--- src/rtl/q88_pkg.sv ---
// Shared Q8.8 definitions: format widths, saturation limits, FSM encodings and helpers.
package q88_pkg;

   localparam int unsigned Q_W    = 16;
   localparam int unsigned Q_FRAC = 8;

   localparam logic signed [Q_W-1:0] Q_MAX = 16'sh7FFF;
   localparam logic signed [Q_W-1:0] Q_MIN = 16'sh8000;

   typedef enum logic {
      ST_ACCUM = 1'b0,
      ST_DONE  = 1'b1
   } state_t;

   // Ceiling log2 for elaboration-time width sizing.
   function automatic int unsigned clog2(input int unsigned v);
      int unsigned r;
      r = 0;
      while ((32'd1 << r) < v) r = r + 1;
      return r;
   endfunction

endpackage

--- src/rtl/q88_sat.sv ---
// Combinational clip of a wide signed Q.8 value into Q8.8, flagging when clipping occurred.
module q88_sat
   import q88_pkg::*;
#(
   parameter int unsigned IN_W = 24
) (
   input  logic signed [IN_W-1:0] val,
   output logic        [Q_W-1:0]  sat_val_c,
   output logic                   clip_c
);

   // Limits widened to the input width; IN_W must be at least Q_W.
   localparam logic signed [IN_W-1:0] HI = IN_W'(Q_MAX);
   localparam logic signed [IN_W-1:0] LO = IN_W'(Q_MIN);

   always_comb begin
      sat_val_c = val[Q_W-1:0];
      clip_c    = 1'b0;
      if (val > HI) begin
         sat_val_c = Q_MAX;
         clip_c    = 1'b1;
      end else if (val < LO) begin
         sat_val_c = Q_MIN;
         clip_c    = 1'b1;
      end
   end

endmodule

--- src/rtl/q88_dot_accum.sv ---
// Sums groups of N_TERMS signed Q8.8 products in a wide accumulator and emits the
// saturated Q8.8 result on a valid/ready output.
module q88_dot_accum
   import q88_pkg::*;
#(
   parameter int unsigned N_TERMS = 8,
   parameter int unsigned ACC_W   = 24
) (
   input  logic           CLK,
   input  logic           RST,
   input  logic           CLR,
   input  logic [Q_W-1:0] IN_DATA,
   input  logic           IN_VALID,
   output logic           IN_READY,
   output logic [Q_W-1:0] OUT_DATA,
   output logic           OUT_SAT,
   output logic           OUT_VALID,
   input  logic           OUT_READY
);

   localparam int unsigned CNT_W = (clog2(N_TERMS) > 0) ? clog2(N_TERMS) : 1;
   localparam logic [CNT_W-1:0] LAST = CNT_W'(N_TERMS - 1);

   state_t                    state_q, state_d;
   logic signed [ACC_W-1:0]   acc_q, acc_d;
   logic        [CNT_W-1:0]   cnt_q, cnt_d;
   logic        [Q_W-1:0]     data_d;
   logic                      sat_d;
   logic                      valid_d;

   logic signed [ACC_W-1:0]   sum_c;
   logic        [Q_W-1:0]     sat_val_c;
   logic                      clip_c;

   // Ready depends only on state and reset, never on the handshake inputs.
   assign IN_READY = (state_q == ST_ACCUM) && !RST;

   assign sum_c = acc_q + ACC_W'($signed(IN_DATA));

   q88_sat #(
      .IN_W (ACC_W)
   ) u_sat (
      .val       (sum_c),
      .sat_val_c (sat_val_c),
      .clip_c    (clip_c)
   );

   // Next-state: CLR beats the output handshake, which beats input accept.
   always_comb begin
      state_d = state_q;
      acc_d   = acc_q;
      cnt_d   = cnt_q;
      data_d  = OUT_DATA;
      sat_d   = OUT_SAT;
      valid_d = OUT_VALID;

      if (CLR) begin
         state_d = ST_ACCUM;
         acc_d   = '0;
         cnt_d   = '0;
         sat_d   = 1'b0;
         valid_d = 1'b0;
      end else begin
         case (state_q)
            ST_ACCUM: begin
               if (IN_VALID) begin
                  if (cnt_q == LAST) begin
                     data_d  = sat_val_c;
                     sat_d   = clip_c;
                     valid_d = 1'b1;
                     acc_d   = '0;
                     cnt_d   = '0;
                     state_d = ST_DONE;
                  end else begin
                     acc_d = sum_c;
                     cnt_d = cnt_q + CNT_W'(1);
                  end
               end
            end
            ST_DONE: begin
               if (OUT_READY) begin
                  valid_d = 1'b0;
                  state_d = ST_ACCUM;
               end
            end
            default: state_d = ST_ACCUM;
         endcase
      end
   end

   always_ff @(posedge CLK) begin
      if (RST) begin
         state_q   <= ST_ACCUM;
         acc_q     <= '0;
         cnt_q     <= '0;
         OUT_DATA  <= '0;
         OUT_SAT   <= 1'b0;
         OUT_VALID <= 1'b0;
      end else begin
         state_q   <= state_d;
         acc_q     <= acc_d;
         cnt_q     <= cnt_d;
         OUT_DATA  <= data_d;
         OUT_SAT   <= sat_d;
         OUT_VALID <= valid_d;
      end
   end

endmodule

--- config.mk ---
export PLATFORM = sky130hd
export DESIGN_NAME = q88_dot_accum
export DESIGN_NICKNAME = d
export VERILOG_FILES = /design/src/rtl/q88_pkg.sv /design/src/rtl/q88_sat.sv /design/src/rtl/q88_dot_accum.sv
export SDC_FILE = /design/constraint.sdc
export NUM_CORES = 1
export LEC_CHECK = 0
export CAP_MARGIN = 10
export CORE_MARGIN = 2
export CORE_UTILIZATION = 35
export CTS_CLUSTER_DIAMETER = 120
export DETAILED_ROUTE_END_ITERATION = 12
export SKIP_LAST_GASP = 1
export SLEW_MARGIN = 5
export SYNTH_ARGS = -nofsm -noshare
export SYNTH_HDL_FRONTEND = slang
export SYNTH_SLANG_ARGS = --single-unit
--- constraint.sdc ---
create_clock -name CLK -period 10.1 [get_ports CLK]
set_clock_uncertainty 0.1 [all_clocks]
set_input_delay 2.02 -clock CLK [delete_from_list [all_inputs] [get_ports CLK]]
set_output_delay 2.02 -clock CLK [all_outputs]
set_load 0.03 [all_outputs]
# Yosys cells after proc, flatten, opt, wreduce, memory -nomap -nowiden
# Cells that the tools add are included.
# classes
n_eq_ne	4
bitwise	2
n_reduce_logical	7
add_sub_neg	2
n_mux	14
magnitude_cmp	2
# ops
cell	count
$mux 16	2
$add 24x16->24	1
$gt 24x16->1 const B	1
$lt 24x16->1 const B	1
$mux 24	1
$mux 1	8
$reduce_and 3->1	2
$ne 2x2->1 const B	2
$pmux 1 s2	2
$reduce_and 4->1	1
$add 3x1->3 const B	1
$eq 3x3->1 const B	1
$mux 3	1
$ne 2x1->1 const B	1
$not 1->1	2
$reduce_and 2->1	1
$reduce_or 2->1	1
$logic_and 1x1->1	1
$logic_not 1->1	1
# totals
regBits	46
word_cells	37
in_bits	21
out_inout_bits	19

# Depth between registers and ports, before layout
# Gate-level depths: netlist of the first run.
# logic_depth
depth_word	4
depth_mapped	11
depth_no_buf	10

# By module
# Synthesis of the first run repeated with hierarchy kept, for this count alone.
# hier_totals
cells_unflattened	396
area_unflattened_um2	3166.8
# by_module_without_submodules
module	cells_per_inst	seq_area_each_um2	area_each_um2	instances
q88_dot_accum	351	920.9	2866.5	1
q88_sat	45	0.0	300.3	1

# Worst setup path before layout of the first run
# Ideal clock, no wire load.
# synth_path
kind	in2reg
start	in IN_DATA[0]
end	reg OUT_DATA[10]
required_ps	9877
setup_time_ps	123
stages	11
setup_slack_ps	5384
n_path_buf	1
arrival_time_ps	4493
cell_sequence	ha_1 > fa_1 > a21o_1 > a311oi_2 > o21ai_0 > mux2i_1 > nor2_1 > nor4_4 > a31oi_2 > buf_6 > a221o_2
# synth_via
elab_chain_len	4
elab_cells_between_ends	5
classes_between	add/sub (1); order compare (2); mux (2)
# synth_lines
item	line_no	rtl
start, declared	q88_dot_accum.sv:12	input logic [Q_W-1:0] IN_DATA,
$add 24x16->24 *	q88_dot_accum.sv:38	assign sum_c = acc_q + ACC_W'($signed(IN_DATA));
$lt 24x16->1	q88_sat.sv:22	end else if (val < LO) begin
$mux 16	q88_sat.sv:22	
$mux 16 *	q88_sat.sv:19	if (val > HI) begin
end signal, assigned	q88_dot_accum.sv:103	OUT_DATA <= data_d;
end, declared	q88_dot_accum.sv:15	output logic [Q_W-1:0] OUT_DATA,
# Mark *: on every way between the ends. The rest lies on a longest branch, timed or not.
# A chain may end at the register's enable or synchronous reset.

# Final worst setup path of the first run
# layout_path
start	in IN_DATA[0]
end	reg OUT_DATA[0]
# Same word-level chain as after synthesis.

==> Flow_metrics.wiki, run 1 <==
{| class="wikitable"
! Metric !! Value
|-
| Share of cells above drive strength 1 || 0.103
|-
| Class of the tightest hold or removal check || flip-flop to flip-flop
|-
| Crit path kind || input pin to flip-flop
|-
| Final setup viols || 0
|-
| Standby leakage power || 1.50 nW
|-
| Total Power || 0.000440 W
|-
| Die height || 98.8 um
|-
| Maximum number of pins on one net before global-route repair || 32
|-
| Clock transition at path regs || 0.09 ns
|-
| Least-Margin Pin Slew || 1.07 ns
|-
| Clock sink count || 46
|-
| Cell Rows || 34
|-
| Setup TNS || 0 ns
|-
| Commonest cells in the netlist || sky130_fd_sc_hd__nor2_1, sky130_fd_sc_hd__dfxtp_1, sky130_fd_sc_hd__a21oi_1, sky130_fd_sc_hd__nand2_1, sky130_fd_sc_hd__ha_1
|-
| Cells taking the most area after synthesis || sky130_fd_sc_hd__dfxtp_1, sky130_fd_sc_hd__ha_1, sky130_fd_sc_hd__nor2_1
|-
| Hold bufs inserted after CTS || 0
|-
| Antenna violations before repair || 0
|-
| Post-route cell area || 3700 um2
|-
| Critical path cell sequence || clkdlybuf4s50_1 -> ha_1 -> fa_1 -> a21o_1 -> a311oi_2 -> nor2_1 -> o211a_1 -> a211oi_2 -> nor4_4 -> a31oi_2 -> a221o_2
|-
| Async set-reset flop share out of synthesis || 0
|-
| Post-CTS Setup Bufs || 0
|-
| Yosys warns || 0
|-
| Number of slew-limit violations in the final report || 0
|-
| Status || finished clean
|-
| Hold Crit Depth || 2
|-
| Net count after synthesis || 425
|-
| Clock Power Share || 0.326
|-
| Main flop type after synthesis || sky130_fd_sc_hd__dfxtp_1
|-
| Pre-CTS setup slack || 4.33 ns
|-
| Worst path max stage delay || 0.67 ns
|-
| Kind of launch point of the worst setup path || input pin
|-
| Number of nets with antenna violations after routing || 0
|-
| DRC Markers || 0
|-
| Max transition margin || 0.283
|-
| Endpoint required time on the critical path || 10.25 ns
|-
| Detailed placement HPWL || 6.13 mm
|-
| Cell area after synthesis || 3140 um2
|-
| Total power per unit cell area || 119 nW/um2
|-
| Worst setup EP type || flip-flop
|-
| Final hold viol count || 0
|-
| Slowest cell on the critical path || sky130_fd_sc_hd__a31oi_2
|-
| Portion of total power attributed to sequential cells || 0.427
|-
| Unique cell type count in the Yosys netlist || 60
|-
| Number of cells on the worst reg-to-reg path || 10
|-
| RSZ-0062 raised after global routing || no
|-
| GR Overflow Total || 0
|-
| Global-route wire length before repair || 13.5 mm
|-
| Sum of routed wire segments on met1 || 4.06 mm
|-
| PortBufs || 39
|-
| Instance count of the mapped netlist || 378
|-
| Die area || 9750 um2
|-
| Routed length on met3 || 315 um
|-
| Crit path time final || 5.48 ns
|-
| Sequential share of the synthesized area || 0.293
|-
| Cell with the most instances after synthesis || sky130_fd_sc_hd__nor2_1
|-
| Ports placed on the boundary || 40
|-
| Smallest hold slack || 0.362 ns
|-
| Layout filler cell count || 894
|-
| WL per Instance || 16.1 um
|-
| Number of gates resized after CTS || 0
|-
| Period utilization || 0.542
|-
| Tot GR Track Use || 0.168
|-
| Max-Cap Viols || 0
|-
| First drt pass iteration count || 4
|-
| Comb pwr share || 0.247
|-
| Cell at the root of the clock tree || sky130_fd_sc_hd__clkbuf_8
|-
| Diode insertion count for antenna repair || 0
|-
| Proportion of netlist area held by the largest area contributor || 0.293
|-
| Number of flops mapped to enable cells by yosys || 0
|-
| Clock Latency Late Sink || 0.31 ns
|-
| Sum of routed wire length over all layers || 8.28 mm
|-
| Largest buffer count on any clock path || 2
|-
| Synth-to-Final Area Change || 17.8%
|-
| Routed via count || 2937
|-
| Highest achievable clock rate || 183 MHz
|-
| Endpoint arrival time on the critical path || 5.63 ns
|-
| Final-stage net count || 454
|-
| Core area || 8720 um2
|-
| Most area-hungry cell type in the Yosys netlist || sky130_fd_sc_hd__dfxtp_1
|-
| Deepest level of the CTS H-tree || 2
|-
| Least setup slack across all paths after layout || 4.62 ns
|-
| Effective utilization at floorplan || 0.360
|-
| TritonCTS buffer count || 5
|-
| Sw Pwr || 0.000137 W
|-
| Placed cell areas || 3590 um2
|-
| Mean post-synth cell area || 8.31 um2
|-
| Critical-path maximum fanout || 15
|-
| Final weighted congestion in routability-driven placement || 0.897
|-
| Peak VDD IR || 49.3 uV
|-
| Sw frac || 0.312
|-
| Vias in the first global route || 2772
|-
| DR WL met2 || 3.87 mm
|-
| Die extent in x || 98.8 um
|-
| Drt initial violations || 130
|-
| Synthesis-stage register bit count || 46
|-
| Uppermost routed layer || met4
|-
| TritonCTS clock tree || yes
|-
| P_int || 0.000303 W
|-
| Ratio of routed vias to standard cells || 5.69
|-
| Worst reg2reg setup slack || 6.44 ns
|}
-- critical path, delay by kind of cell --
| family | cells | cell delay (ns) |
|---|---|---|
| buf+inv | 1 | 0.41 |
| compound gates | 6 | 2.26 |
| simple gates | 2 | 0.28 |
| fa+ha+maj | 2 | 0.64 |
-- metrics by stage --
step	util	cells
floorplan	-	378
global placement	0.411	508
detailed placement	0.411	508
CTS	0.424	516
global route	0.424	516
finish	0.424	516
-- layer usage --
layer / vias to the layer above / global-route usage
li1: 1478 / -
met1: 1386 / 0.231
met3: 4 / 0.0277
met5: - / 0
met2: 69 / 0.281
met4: 0 / 0.0348
-- layout make-up --
| cell class | instances | area (um2) | share of cell area |
|---|---|---|---|
| Clock inverter | 3 | 43.8 | 0.0118 |
| Multi-Input combinational cell | 308 | 2110 | 0.571 |
| Clock buffer | 5 | 68.8 | 0.0186 |
| Timing Repair Buffer | 40 | 398 | 0.108 |
| Sequential cell | 46 | 921 | 0.249 |
| Inverter | 6 | 22.5 | 0.00609 |
| Tap cell | 108 | 135 | 0.0365 |
-- path summary, 6_finish.rpt --
kind                           from                       end
max reg2reg   acc_q[0]$_SDFFE_PP0P_  OUT_DATA[0]$_SDFFE_PP0P_
min          OUT_VALID$_SDFFE_PP0P_    OUT_VALID$_SDFFE_PP0P_
min reg2reg  OUT_VALID$_SDFFE_PP0P_    OUT_VALID$_SDFFE_PP0P_
max                      IN_DATA[0]  OUT_DATA[0]$_SDFFE_PP0P_
-- cells in the final DEF, fill, tap and decap left out, types with 8 or more instances in the layout --
| cell type | n |
|---|---|
| sky130_fd_sc_hd__a221o_2 | 14 |
| sky130_fd_sc_hd__nor3_1 | 8 |
| sky130_fd_sc_hd__o21ai_0 | 17 |
| sky130_fd_sc_hd__a22oi_1 | 22 |
| sky130_fd_sc_hd__clkdlybuf4s50_1 | 39 |
| sky130_fd_sc_hd__a21oi_1 | 36 |
| sky130_fd_sc_hd__nand2_1 | 26 |
| sky130_fd_sc_hd__xnor2_1 | 10 |
| sky130_fd_sc_hd__ha_1 | 25 |
| sky130_fd_sc_hd__dfxtp_1 | 46 |
| sky130_fd_sc_hd__nand3_1 | 11 |
| sky130_fd_sc_hd__nor2_1 | 52 |
-- logic make-up (layout without fill, tap and decap cells) --
group	Yosys count	in the layout	share of synthesized area
AO/OA/AOI/OAI	127	127	0.295
adder cells (fa/ha/maj)	26	26	0.106
buffers and inverters	24	54	0.0358
XOR/XNOR	15	15	0.0418
AND/OR/NAND/NOR	138	138	0.222
flip-flops	46	46	0.293
multiplexers	2	2	0.00637
-- power by group through the flow --
stage                     combinational (W)  clock (W)  sequential, W
after floorplan                   0.0000788          0       0.000192
after CTS                          0.000108   0.000148       0.000188
final                              0.000109   0.000143       0.000188
after detailed placement           0.000108          0       0.000192
after global placement             0.000106          0       0.000192
after global routing               0.000120   0.000155       0.000189
-- state kept, by name, indices dropped and copies added, names as in the netlist --
signal and cells:
OUT_VALID 1, state_q 1, cnt_q 3, acc_q 24, OUT_SAT 1, OUT_DATA 16
Power figures use the tool's default switching activity.
==> inputs of run 2 (changes only) <==
==> constraint.sdc (replaced) <==
create_clock -name CLK -period 5.3 [get_ports CLK]
set_clock_uncertainty 0.1 [all_clocks]
set_input_delay 1.06 -clock CLK [delete_from_list [all_inputs] [get_ports CLK]]
set_output_delay 1.06 -clock CLK [all_outputs]
set_load 0.03 [all_outputs]
==> run 2 against run 1 <==
Effect of this change:
- worst setup slack got worse by 3.8 ns
- clock-buffer cell count rose by 1
- hold slack improved by 0.0019 ns
- largest power group unchanged
- flip-flop and latch count did not move
- combinational power rose by 94%
- final cell count rose by 0.78%
==> Flow_metrics.wiki, run 2 (synthesis results as in run 1) <==
{| class="wikitable"
! Metric !! Value
|-
| Leading registers by flop count || acc_q: 24 flops, OUT_DATA: 16 flops, cnt_q: 3 flops
|-
| TritonCTS buffer count || 5 (unchanged)
|-
| Status || finished clean
|-
| Final core utilization || 0.427 (+0.00287)
|-
| Smallest hold slack || 0.364 ns (+0.00191 ns)
|-
| Final setup viols || 0 (unchanged)
|-
| Max transition margin || 0.275 (-0.00730)
|-
| Clock sink count || 46 (unchanged)
|-
| Largest buffer count on any clock path || 2 (unchanged)
|-
| Effective utilization at floorplan || 0.360 (unchanged)
|-
| Tot GR Track Use || 0.176 (+0.00771)
|-
| Class of the tightest hold or removal check || flip-flop to flip-flop
|-
| Synth-to-Final Area Change || 18.6%
|-
| Maximum number of pins on one net before global-route repair || 32 (unchanged)
|-
| Routed via count || 2942 (+0.17%)
|-
| Kind of launch point of the worst setup path || input pin
|-
| Share of cells above drive strength 1 || 0.107 (+0.00385)
|-
| Drt initial violations || 160 (+23%)
|-
| TritonCTS clock tree || yes
|-
| Number of nets with antenna violations after routing || 0 (unchanged)
|-
| Slowest cell on the critical path || sky130_fd_sc_hd__o21ai_2
|-
| Die height || 98.8 um (unchanged)
|-
| Total Power || 0.000836 W (+90%)
|-
| Final weighted congestion in routability-driven placement || 0.871 (-2.9%)
|-
| Number of flip-flops under the largest register name || 24 (unchanged)
|-
| Die area || 9750 um2 (unchanged)
|-
| Register containing the most flip-flops in the final layout || acc_q
|-
| Least-Margin Pin Slew || 1.08 ns (+0.0109 ns)
|-
| Ports placed on the boundary || 40 (unchanged)
|-
| Max-Cap Viols || 0 (unchanged)
|-
| WL per Instance || 16.1 um (+0.46%)
|-
| Clock transition at path regs || 0.09 ns (about the same)
|-
| Peak VDD IR || 112 uV (+130%)
|-
| Critical path cell sequence || clkdlybuf4s50_1 -> ha_1 -> fa_1 -> a21o_1 -> a311oi_2 -> nor2_1 -> o211a_1 -> a211oi_2 -> nand4_1 -> o21ai_2 -> a221o_2
|-
| Total power per unit cell area || 224 nW/um2 (+88%)
|-
| Final-stage net count || 458 (+0.88%)
|-
| Number of gates resized after CTS || 0 (unchanged)
|-
| RSZ-0062 raised after global routing || no
|-
| Most frequent standard cell in the layout excluding fill and tap cells || sky130_fd_sc_hd__nor2_1
|-
| Worst path max stage delay || 0.59 ns (-0.08 ns)
|-
| Post-route cell area || 3730 um2 (+0.68%)
|-
| Standby leakage power || 1.51 nW (+0.87%)
|-
| Endpoint required time on the critical path || 5.45 ns (-4.80 ns)
|-
| Placed cell areas || 3620 um2 (+0.77%)
|-
| Number of slew-limit violations in the final report || 0 (unchanged)
|-
| Top library cells by usage in the layout, fill and taps aside || sky130_fd_sc_hd__nor2_1, sky130_fd_sc_hd__dfxtp_1, sky130_fd_sc_hd__clkdlybuf4s50_1
|-
| Cell Rows || 34 (unchanged)
|-
| Core area || 8720 um2 (unchanged)
|-
| Cell at the root of the clock tree || sky130_fd_sc_hd__clkbuf_8
|-
| Hold bufs inserted after CTS || 0 (unchanged)
|-
| Crit path time final || 4.48 ns
|-
| DRC Markers || 0 (unchanged)
|-
| Worst setup EP type || flip-flop
|-
| Die extent in x || 98.8 um (unchanged)
|-
| First drt pass iteration count || 5 (+1)
|-
| Global-route wire length before repair || 14.3 mm (+6.0%)
|-
| Ratio of routed vias to standard cells || 5.66 (-0.60%)
|-
| Detailed placement HPWL || 6.18 mm (+0.83%)
|-
| GR Overflow Total || 0 (unchanged)
|-
| Critical-path maximum fanout || 14 (-1)
|-
| Clock Latency Late Sink || 0.30 ns (about the same)
|-
| Vias in the first global route || 2898 (+4.5%)
|-
| Sum of routed wire length over all layers || 8.39 mm (+1.2%)
|-
| Endpoint arrival time on the critical path || 4.63 ns (-1.00 ns)
|-
| Final hold viol count || 0 (unchanged)
|-
| PortBufs || 39 (unchanged)
|-
| Deepest level of the CTS H-tree || 2 (unchanged)
|-
| Antenna violations before repair || 0 (unchanged)
|-
| Crit path kind || input pin to flip-flop
|-
| Period utilization || 0.845
|-
| Highest achievable clock rate || 223 MHz
|-
| Setup TNS || 0 ns (unchanged)
|-
| Diode insertion count for antenna repair || 0 (unchanged)
|-
| Post-CTS Setup Bufs || 0 (unchanged)
|}
run 2: cell count changes in the layout (fill, tap and decap cells not counted), sizes merged:
cell	delta
buf	+4
clkbuf	+1
clkinv	-1
clkinvlp	+1
inv	-1
run 2: per-layer routing:
| layer | vias to the layer above | GRT usage | wire length [um] |
|---|---|---|---|
| met4 | 0 | 0.0306 | 50 |
| met1 | 1377 | 0.247 | 4000 |
| met3 | 4 | 0.0362 | 380 |
| met5 | - | 0 | 0 |
| li1 | 1484 | - | - |
| met2 | 77 | 0.285 | 3950 |
run 2: worst paths after layout:
| check | startpoint | endpoint | slack (ns) | cells past startpoint |
|---|---|---|---|---|
| setup reg to reg | acc_q[0]$_SDFFE_PP0P_ | OUT_DATA[1]$_SDFFE_PP0P_ | 1.69 | 10 |
| hold / removal | OUT_VALID$_SDFFE_PP0P_ | OUT_VALID$_SDFFE_PP0P_ | 0.36 | 2 |
| setup / recovery | IN_DATA[0] | OUT_DATA[1]$_SDFFE_PP0P_ | 0.82 | 11 |
| hold reg to reg | OUT_VALID$_SDFFE_PP0P_ | OUT_VALID$_SDFFE_PP0P_ | 0.36 | 2 |
run 2: critical path, delay by kind of cell:
kind	cells	cell delay (ns)
fa+ha+maj	2	0.63
compound gates	6	2.08
simple gates	2	0.44
buf+inv	1	0.41
run 2: stage by stage:
stage / std cells / worst slack (ns)
final: 520 / 0.819
after global routing: 520 / 0.607
after CTS: 520 / 0.795
after detailed placement: 512 / 0.499
after global placement: 512 / 0.531
after floorplan: 378 / 1.54
run 2: power breakdown:
part	internal, W	switching (W)
Sequential	0.000354	0.00000507
Clock	0.000141	0.000125
Combinational	0.0000856	0.000126
run 2: area by class of cell:
type                    count  area, um2
clock buffers               6       72.6
clock inverters             2       37.5
fillers                   891       4990
inverters                   6       22.5
multi-input cells         308       2110
flip-flops and latches     46        921
well taps                 108        135
repair buffers             44        428
